--- src/rtl/counter_seq_ctrl.sv ---
// counter_seq_ctrl: run/hold/stop sequencer for the demo counter datapath.
// A prescaler turns RUN cycles into count steps (one step every DIV cycles).
// A four-state FSM loads, runs, pauses and terminates the count.
module counter_seq_ctrl #(
  parameter int DIV   = 50_000_000,
  parameter int WIDTH = 4
) (
  input  logic             clk,
  input  logic             reset,
  input  logic             start,
  input  logic             stop,
  input  logic             hold,
  input  logic             up,
  input  logic             mode,
  input  logic [WIDTH-1:0] load_val,
  input  logic [WIDTH-1:0] limit,
  output logic [WIDTH-1:0] q,
  output logic             tick,
  output logic             tc,
  output logic             busy,
  output logic             done
);

  localparam int PW = (DIV > 1) ? $clog2(DIV) : 1;
  localparam logic [PW-1:0] PRE_LAST = PW'(DIV - 1);

  typedef enum logic [1:0] {
    IDLE = 2'd0,
    RUN  = 2'd1,
    HOLD = 2'd2,
    DONE = 2'd3
  } state_t;

  state_t           state, state_nx;
  logic [PW-1:0]    pre, pre_nx;
  logic [WIDTH-1:0] q_nx, step_val;
  logic [WIDTH-1:0] load_l, load_nx, lim_l, lim_nx;
  logic             up_l, up_nx, mode_l, mode_nx;
  logic             tick_nx, tc_nx;

  // Value after one step: continuous mode reloads at the terminal value,
  // otherwise count up or down with natural modulo-2^WIDTH wrap.
  function automatic logic [WIDTH-1:0] next_count(
    input logic [WIDTH-1:0] cur,
    input logic [WIDTH-1:0] ld,
    input logic [WIDTH-1:0] lim,
    input logic             dir_up,
    input logic             cont
  );
    if (cont && (cur == lim)) return ld;
    else if (dir_up)          return cur + WIDTH'(1);
    else                      return cur - WIDTH'(1);
  endfunction

  // Candidate count value should a step occur this edge.
  always_comb step_val = next_count(q, load_l, lim_l, up_l, mode_l);

  // Next-state, prescaler and datapath decisions; stop > start > hold > step.
  always_comb begin
    state_nx = state;
    pre_nx   = pre;
    q_nx     = q;
    load_nx  = load_l;
    lim_nx   = lim_l;
    up_nx    = up_l;
    mode_nx  = mode_l;
    tick_nx  = 1'b0;
    tc_nx    = 1'b0;
    if (stop) begin
      state_nx = IDLE;
      pre_nx   = '0;
    end else if (start && ((state == IDLE) || (state == DONE))) begin
      state_nx = RUN;
      pre_nx   = '0;
      q_nx     = load_val;
      load_nx  = load_val;
      lim_nx   = limit;
      up_nx    = up;
      mode_nx  = mode;
    end else if ((state == RUN) && hold) begin
      state_nx = HOLD;
    end else if ((state == RUN) || ((state == HOLD) && !hold)) begin
      // Leaving HOLD behaves like a normal RUN edge so a hold of H cycles
      // delays later steps by exactly H cycles.
      state_nx = RUN;
      if (pre == PRE_LAST) begin
        pre_nx  = '0;
        q_nx    = step_val;
        tick_nx = 1'b1;
        if (step_val == lim_l) begin
          tc_nx = 1'b1;
          if (!mode_l) state_nx = DONE;
        end
      end else begin
        pre_nx = pre + PW'(1);
      end
    end
  end

  // State, datapath and registered status flags (decoded from next state).
  always_ff @(posedge clk or posedge reset) begin
    if (reset) begin
      state  <= IDLE;
      pre    <= '0;
      q      <= '0;
      load_l <= '0;
      lim_l  <= '0;
      up_l   <= 1'b0;
      mode_l <= 1'b0;
      tick   <= 1'b0;
      tc     <= 1'b0;
      busy   <= 1'b0;
      done   <= 1'b0;
    end else begin
      state  <= state_nx;
      pre    <= pre_nx;
      q      <= q_nx;
      load_l <= load_nx;
      lim_l  <= lim_nx;
      up_l   <= up_nx;
      mode_l <= mode_nx;
      tick   <= tick_nx;
      tc     <= tc_nx;
      busy   <= (state_nx == RUN) || (state_nx == HOLD);
      done   <= (state_nx == DONE);
    end
  end

endmodule
--- config.mk ---
export PLATFORM = sky130hd
export DESIGN_NAME = counter_seq_ctrl
export DESIGN_NICKNAME = d
export VERILOG_FILES = /design/src/rtl/counter_seq_ctrl.sv
export SDC_FILE = /design/constraint.sdc
export NUM_CORES = 1
export LEC_CHECK = 0
export ABC_AREA = 1
export BUFFER_PORTS_ARGS = -buffer_cell sky130_fd_sc_hd__clkbuf_2
export CAP_MARGIN = 0
export CORE_MARGIN = 3
export CORE_UTILIZATION = 65
export DETAILED_ROUTE_END_ITERATION = 8
export HOLD_SLACK_MARGIN = 0.03
export PLACE_DENSITY_LB_ADDON = 0.15
export SYNTH_ARGS = -nofsm -noshare
export SYNTH_HDL_FRONTEND = slang
export SYNTH_SLANG_ARGS = --single-unit
--- constraint.sdc ---
create_clock -name clk -period 4.5 [get_ports clk]
set_clock_uncertainty 0.2 [all_clocks]
set_input_delay 0.225 -clock clk [delete_from_list [all_inputs] [get_ports clk]]
set_output_delay 0.225 -clock clk [all_outputs]
set_load 0.03 [all_outputs]
# Word level (Yosys, flattened, before mapping)
# Index checks and enable logic that the tools add are counted.
[word_totals]
register_bits = 46
input_bits = 15
out_inout_bits = 8
wordCells = 70
[classes]
n_addsub = 3
eq_ne = 11
muxes = 29
bitwise = 1
n_reduce_logical = 15
[ops]
columns = ["operator", "count"]
rows = [
  ["$mux W26", 5],
  ["$add A26 B1 Y26 const B", 1],
  ["$eq A26 B26 Y1 const B", 1],
  ["$mux W4", 6],
  ["$mux W2", 7],
  ["$mux W1", 11],
  ["$eq A2 B2 Y1 const B", 4],
  ["$eq A4 B4 Y1", 2],
  ["$add A4 B1 Y4 const B", 1],
  ["$eq A2 B1 Y1 const B", 2],
  ["$logic_and A1 B1 Y1", 4],
  ["$reduce_and A2 Y1", 2],
  ["$reduce_and A4 Y1", 1],
  ["$reduce_bool A2 Y1", 2],
  ["$sub A4 B1 Y4 const B", 1],
  ["$logic_or A1 B1 Y1", 3],
  ["$ne A3 B3 Y1 const B", 1],
  ["$reduce_bool A3 Y1", 1],
  ["$logic_not A2 Y1", 1],
  ["$ne A2 B2 Y1 const B", 1],
  ["$logic_not A1 Y1", 1],
  ["$not A1 Y1", 1],
]

# Depth between registers and ports, before layout
[depth]
ltp_word = 12
depth_mapped = 15
ltp_nobuf = 15

# Worst setup path after synthesis
# No wires, ideal clock.
[synth_path]
path_type = "register -> register"
start = "reg q[0]"
end = "reg busy"
arrival_time_ns = 1.991
path_slack_ns = 2.183
path_stages_with_launch = 13
n_path_buf = 0
period_less_slack_ns = 2.317
cell_sequence = "dfrtp_1 > inv_1 > fa_1 > xnor2_1 > inv_1 > nand2_1 > nand2_1 > nand2_1 > nand2_1 > nor2_2 > nand3_1 > nand2_1 > ha_1"
[synth_between]
elab_chain_cells = 12
word_cells_on_any_way = 16
[synth_lines]
columns = ["item", "line", "source"]
rows = [
  ["start: declaration", "17", "output logic [WIDTH-1:0] q,"],
  ["start signal: assignment", "117", "q <= q_nx;"],
  ["$sub A4 B1 Y4 (tied with other cells)", "52", "else return cur - WIDTH'(1);"],
  ["$mux W4 or $logic_and A1 B1 Y1 (tied branches)", "51, 50", ""],
  ["$mux W4 (*)", "50", "if (cont && (cur == lim)) return ld;"],
  ["$eq A4 B4 Y1 (*)", "90", "if (step_val == lim_l) begin"],
  ["$mux W2 (*)", "90", ""],
  ["$mux W2 (*)", "86", "if (pre == PRE_LAST) begin"],
  ["$mux W2 (*)", "82", "end else if ((state == RUN) || ((state == HOLD) && !hold)) begin"],
  ["$mux W2 (*)", "80", "end else if ((state == RUN) && hold) begin"],
  ["$mux W2 (*)", "72", "end else if (start && ((state == IDLE) || (state == DONE))) begin"],
  ["$mux W2 (*)", "69", "if (stop) begin"],
  ["via state_nx[1]", "34", "state_t state, state_nx;"],
  ["$eq A2 B1 Y1 or $eq A2 B2 Y1 (tied branches)", "124", "busy <= (state_nx == RUN) || (state_nx == HOLD);"],
  ["$logic_or A1 B1 Y1 (*)", "124", ""],
  ["end signal: assignment", "124", ""],
  ["end: declaration", "20", "output logic busy,"],
]
# The timed path passes the listed nets; every way through them passes the cells marked *.
# A chain may end at the register's enable or synchronous reset.

# Worst setup path after layout
[layout_path]
start = "reg state[0]"
end = "reg busy"
[layout_between]
elab_chain_cells = 9
word_cells_on_any_way = 16
[layout_lines]
columns = ["item", "line", "source"]
rows = [
  ["start: declaration", "34", ""],
  ["start signal: assignment", "115", "state <= state_nx;"],
  ["$eq A2 B2 Y1", "82", ""],
  ["$logic_and A1 B1 Y1", "82", ""],
  ["$logic_or A1 B1 Y1", "82", ""],
  ["$mux W2", "82", ""],
  ["$mux W2", "80", ""],
  ["$mux W2 (*)", "72", ""],
  ["$mux W2 (*)", "69", ""],
  ["via state_nx[1]", "34", ""],
  ["$eq A2 B1 Y1 or $eq A2 B2 Y1 (tied branches)", "124", ""],
  ["$logic_or A1 B1 Y1 (*)", "124", ""],
]
# Marks and branches as above.

==> impl_metrics.tcl <==
set metrics [dict create \
    floorplan.initialDensity_pct 69.4 \
    synth_nets 410 \
    design.die.area_sq_um 5230 \
    worst_pin_slew_ns 0.942 \
    crit_family "simple AND/OR/NAND/NOR gates" \
    p_per_area_nw_per_um2 411 \
    min_period_over_period_pct 58.0 \
    crit_arrival_ns 2.60 \
    syn2layout_area_growth_pct 13.3 \
    hp-class "primary input to flop" \
    final_common_cell "nand2_1" \
    endpoint_kind "flop" \
    seqCellArea_sq_um 1150 \
    dp_hpwl_um 5130 \
    final_net_count 447 \
    synth_seq_cells 46 \
    max_slew_margin_pct 37.1 \
    vias_per_cell 5.71 \
    pre_cts_ws_ns 1.88 \
    slew_viol_final 0 \
    path_cells "inv_1 > ha_1 > nand2_1 > inv_1 > nor2_1 > nand2_2 > inv_1 > nand2_1 > nand2_1 > ha_1" \
    cp_num_buf_inv 3 \
    place.port_buffers 22 \
    synth_xor_area_share_pct 3.06 \
    multi_input_area_sq_um 1490 \
    routed_wl_um 6950 \
    ios 23 \
    cap_violations 0 \
    core_area_sq_um 4120 \
    rows 23 \
    ant_nets 0 \
    leakagePower_nw 1.55 \
    start_kind "flop" \
    vias 2718 \
    clkTransAtPathRegs_ns 0.08 \
    cts-root-buf "clkbuf_8" \
    yosys_warnings 0 \
    timing.reg2reg.setup_slack_ns 1.89 \
    syn_inst 388 \
    drcViolationCount 0 \
    synth_top_family_by_area "simple AND/OR/NAND/NOR gates" \
    cts.repair.resized 0 \
    grt_max_degree 47 \
    synth_compound_area_share_pct 8.45 \
    die_h_um 72.3 \
    cts.sinks 46 \
    fin_crit_ns 2.61 \
    syn_area_sq_um 2860 \
    fmax_mhz 383 \
    drive_above_1_share_pct 12.7 \
    synthMuxAreaShare_pct 1.58 \
    cts_tree "built" \
    irDropWorstVdd_uv 247 \
    wire_per_inst_um 14.6 \
    dr.pass1.iters 5 \
    yosys.area_share.simple_pct 35.6 \
    clock_latency_ns 0.31 \
    avgSynthCellArea_sq_um 7.37 \
    filler_cell_count 304 \
    setup_tns_ns 0 \
    fin_area_sq_um 3240 \
    grt_antenna_before_repair 0 \
    grt_pass1_wl_um 12000 \
    cpMaxStageDelayCell "dfrtp_1" \
    cts-htree-levels 2 \
    finalSetupViolCount 0 \
    antenna_cells 0 \
    cts_max_path_buffers 2 \
    synthAdderAreaFrac_pct 3.33 \
    hold_viol_final 0 \
    final_core_util_pct 78.7 \
    status "finished clean" \
    synth_cell_types 35 \
    seq_area_frac_synth_pct 40.3 \
    cp_slowest_stage_delay_ns 0.39 \
    die_w_um 72.3 \
    mostFrequentLayoutCells "nand2_1 (86), nor2_1 (57), inv_1 (50)" \
    setup_slack_ns 1.89 \
    overflow 0 \
    placed_area_sq_um 3010 \
    crit_fanout 19 \
    power_w 0.00133 \
    rsz0062_at_grt "no" \
    grt_pass1_vias 2772 \
    crit_type "flop to flop" \
    required_ns 4.49 \
    drtIter0Drc 255 \
    cts-buffers-inserted 5 \
    grt_use_total_pct 29.2 \
    routabilityCongestion 0.924 \
]
## state kept, by name (all words and copies together) (netlist names)
| signal | flops |
|---|---|
| tick | 1 |
| lim_l | 4 |
| mode_l | 1 |
| pre | 26 |
| load_l | 4 |
| q | 4 |
| done | 1 |
| up_l | 1 |
| busy | 1 |
| tc | 1 |
| state | 2 |
## what timing repair did
item / 4_1_cts / 5_1_grt
hold buffers: 12 / 0
buffers inserted: 0 / 0
hold endpoints to repair: 57 / 0
## cells in the mapped netlist
library cell | instances | area share [%]
nand3_1 | 26 | 4.6
a31oi_1 | 1 | 0.22
o21ai_1 | 3 | 0.53
a21oi_1 | 21 | 3.7
o21ai_0 | 14 | 2.5
nand4_1 | 13 | 2.8
nor3_2 | 1 | 0.35
nor3b_2 | 2 | 0.88
xnor2_1 | 3 | 0.92
ha_1 | 6 | 2.6
nand2_1 | 86 | 11
nand2_2 | 2 | 0.44
and3_1 | 2 | 0.44
o211a_1 | 1 | 0.35
nand2_4 | 1 | 0.39
inv_1 | 51 | 6.7
o22ai_1 | 3 | 0.66
fa_1 | 1 | 0.70
mux2_2 | 4 | 1.6
nor2_1 | 57 | 7.5
nor3_1 | 14 | 2.5
clkbuf_1 | 1 | 0.13
nand3_2 | 2 | 0.70
xor2_1 | 7 | 2.1
nor3_4 | 1 | 0.57
buf_2 | 3 | 0.53
or2_2 | 1 | 0.22
dfrtp_1 | 46 | 40
nor2_2 | 5 | 1.1
nand4_2 | 1 | 0.44
nor2_4 | 1 | 0.39
nor4_1 | 1 | 0.22
o21ai_4 | 1 | 0.57
nor3b_1 | 3 | 0.79
inv_2 | 3 | 0.39
## where the power goes
group	switching (W)	internal, W
combinational	0.000344	0.000174
sequential	0.0000448	0.000459
clock	0.000142	0.000166
## cell type report
type / count / area share (%)
repair buffers: 34 / 7.11
multi-input cells: 284 / 45.9
clock buffers: 7 / 2.36
flip-flops and latches: 46 / 35.5
well taps: 50 / 1.93
inverters: 54 / 6.26
clock inverters: 1 / 0.927
## worst reg2reg max path: stages, from the launching register on
cell and delay, ns:
dfrtp_1 0.39, inv_1 0.05, ha_1 0.28, nand2_1 0.09, inv_1 0.15, nor2_1 0.28, nand2_2 0.29, inv_1 0.35
nand2_1 0.09, nand2_1 0.10, ha_1 0.22
## stage by stage
step                hold WS, ns  std cells
floorplan                 0.103        388
global placement          0.269        456
detailed placement        0.269        456
CTS                      0.0794        476
global route              0.122        476
finish                   0.0890        476
## cells by family (layout without fill, tap and decap cells)
family | count (synthesis) | in the layout
fa+ha+maj | 7 | 7
flops | 46 | 46
compound gates | 44 | 44
xor+xnor | 10 | 10
simple gates | 219 | 219
mux | 4 | 4
buf+inv | 58 | 96
## worst paths after layout
path,end,startpoint,cells past startpoint
setup / recovery,busy$_DFF_PP0_,state[0]$_DFF_PP0_,10
hold / removal,state[0]$_DFF_PP0_,hold,4
setup reg to reg,busy$_DFF_PP0_,state[0]$_DFF_PP0_,10
hold reg to reg,load_l[3]$_DFFE_PP0P_,load_l[3]$_DFFE_PP0P_,1
max in group asynchronous,lim_l[1]$_DFFE_PP0P_,reset,3
min in group asynchronous,lim_l[2]$_DFFE_PP0P_,reset,3
## routing by layer
metal	global-route usage (%)	routed length, um	up-vias
met5	0	0	-
met4	11.9	199	0
met3	5.12	380	20
met2	52.3	3520	115
met1	34.3	2840	1250
li1	-	-	1333
No activity file was read; power rests on OpenSTA's default activity.
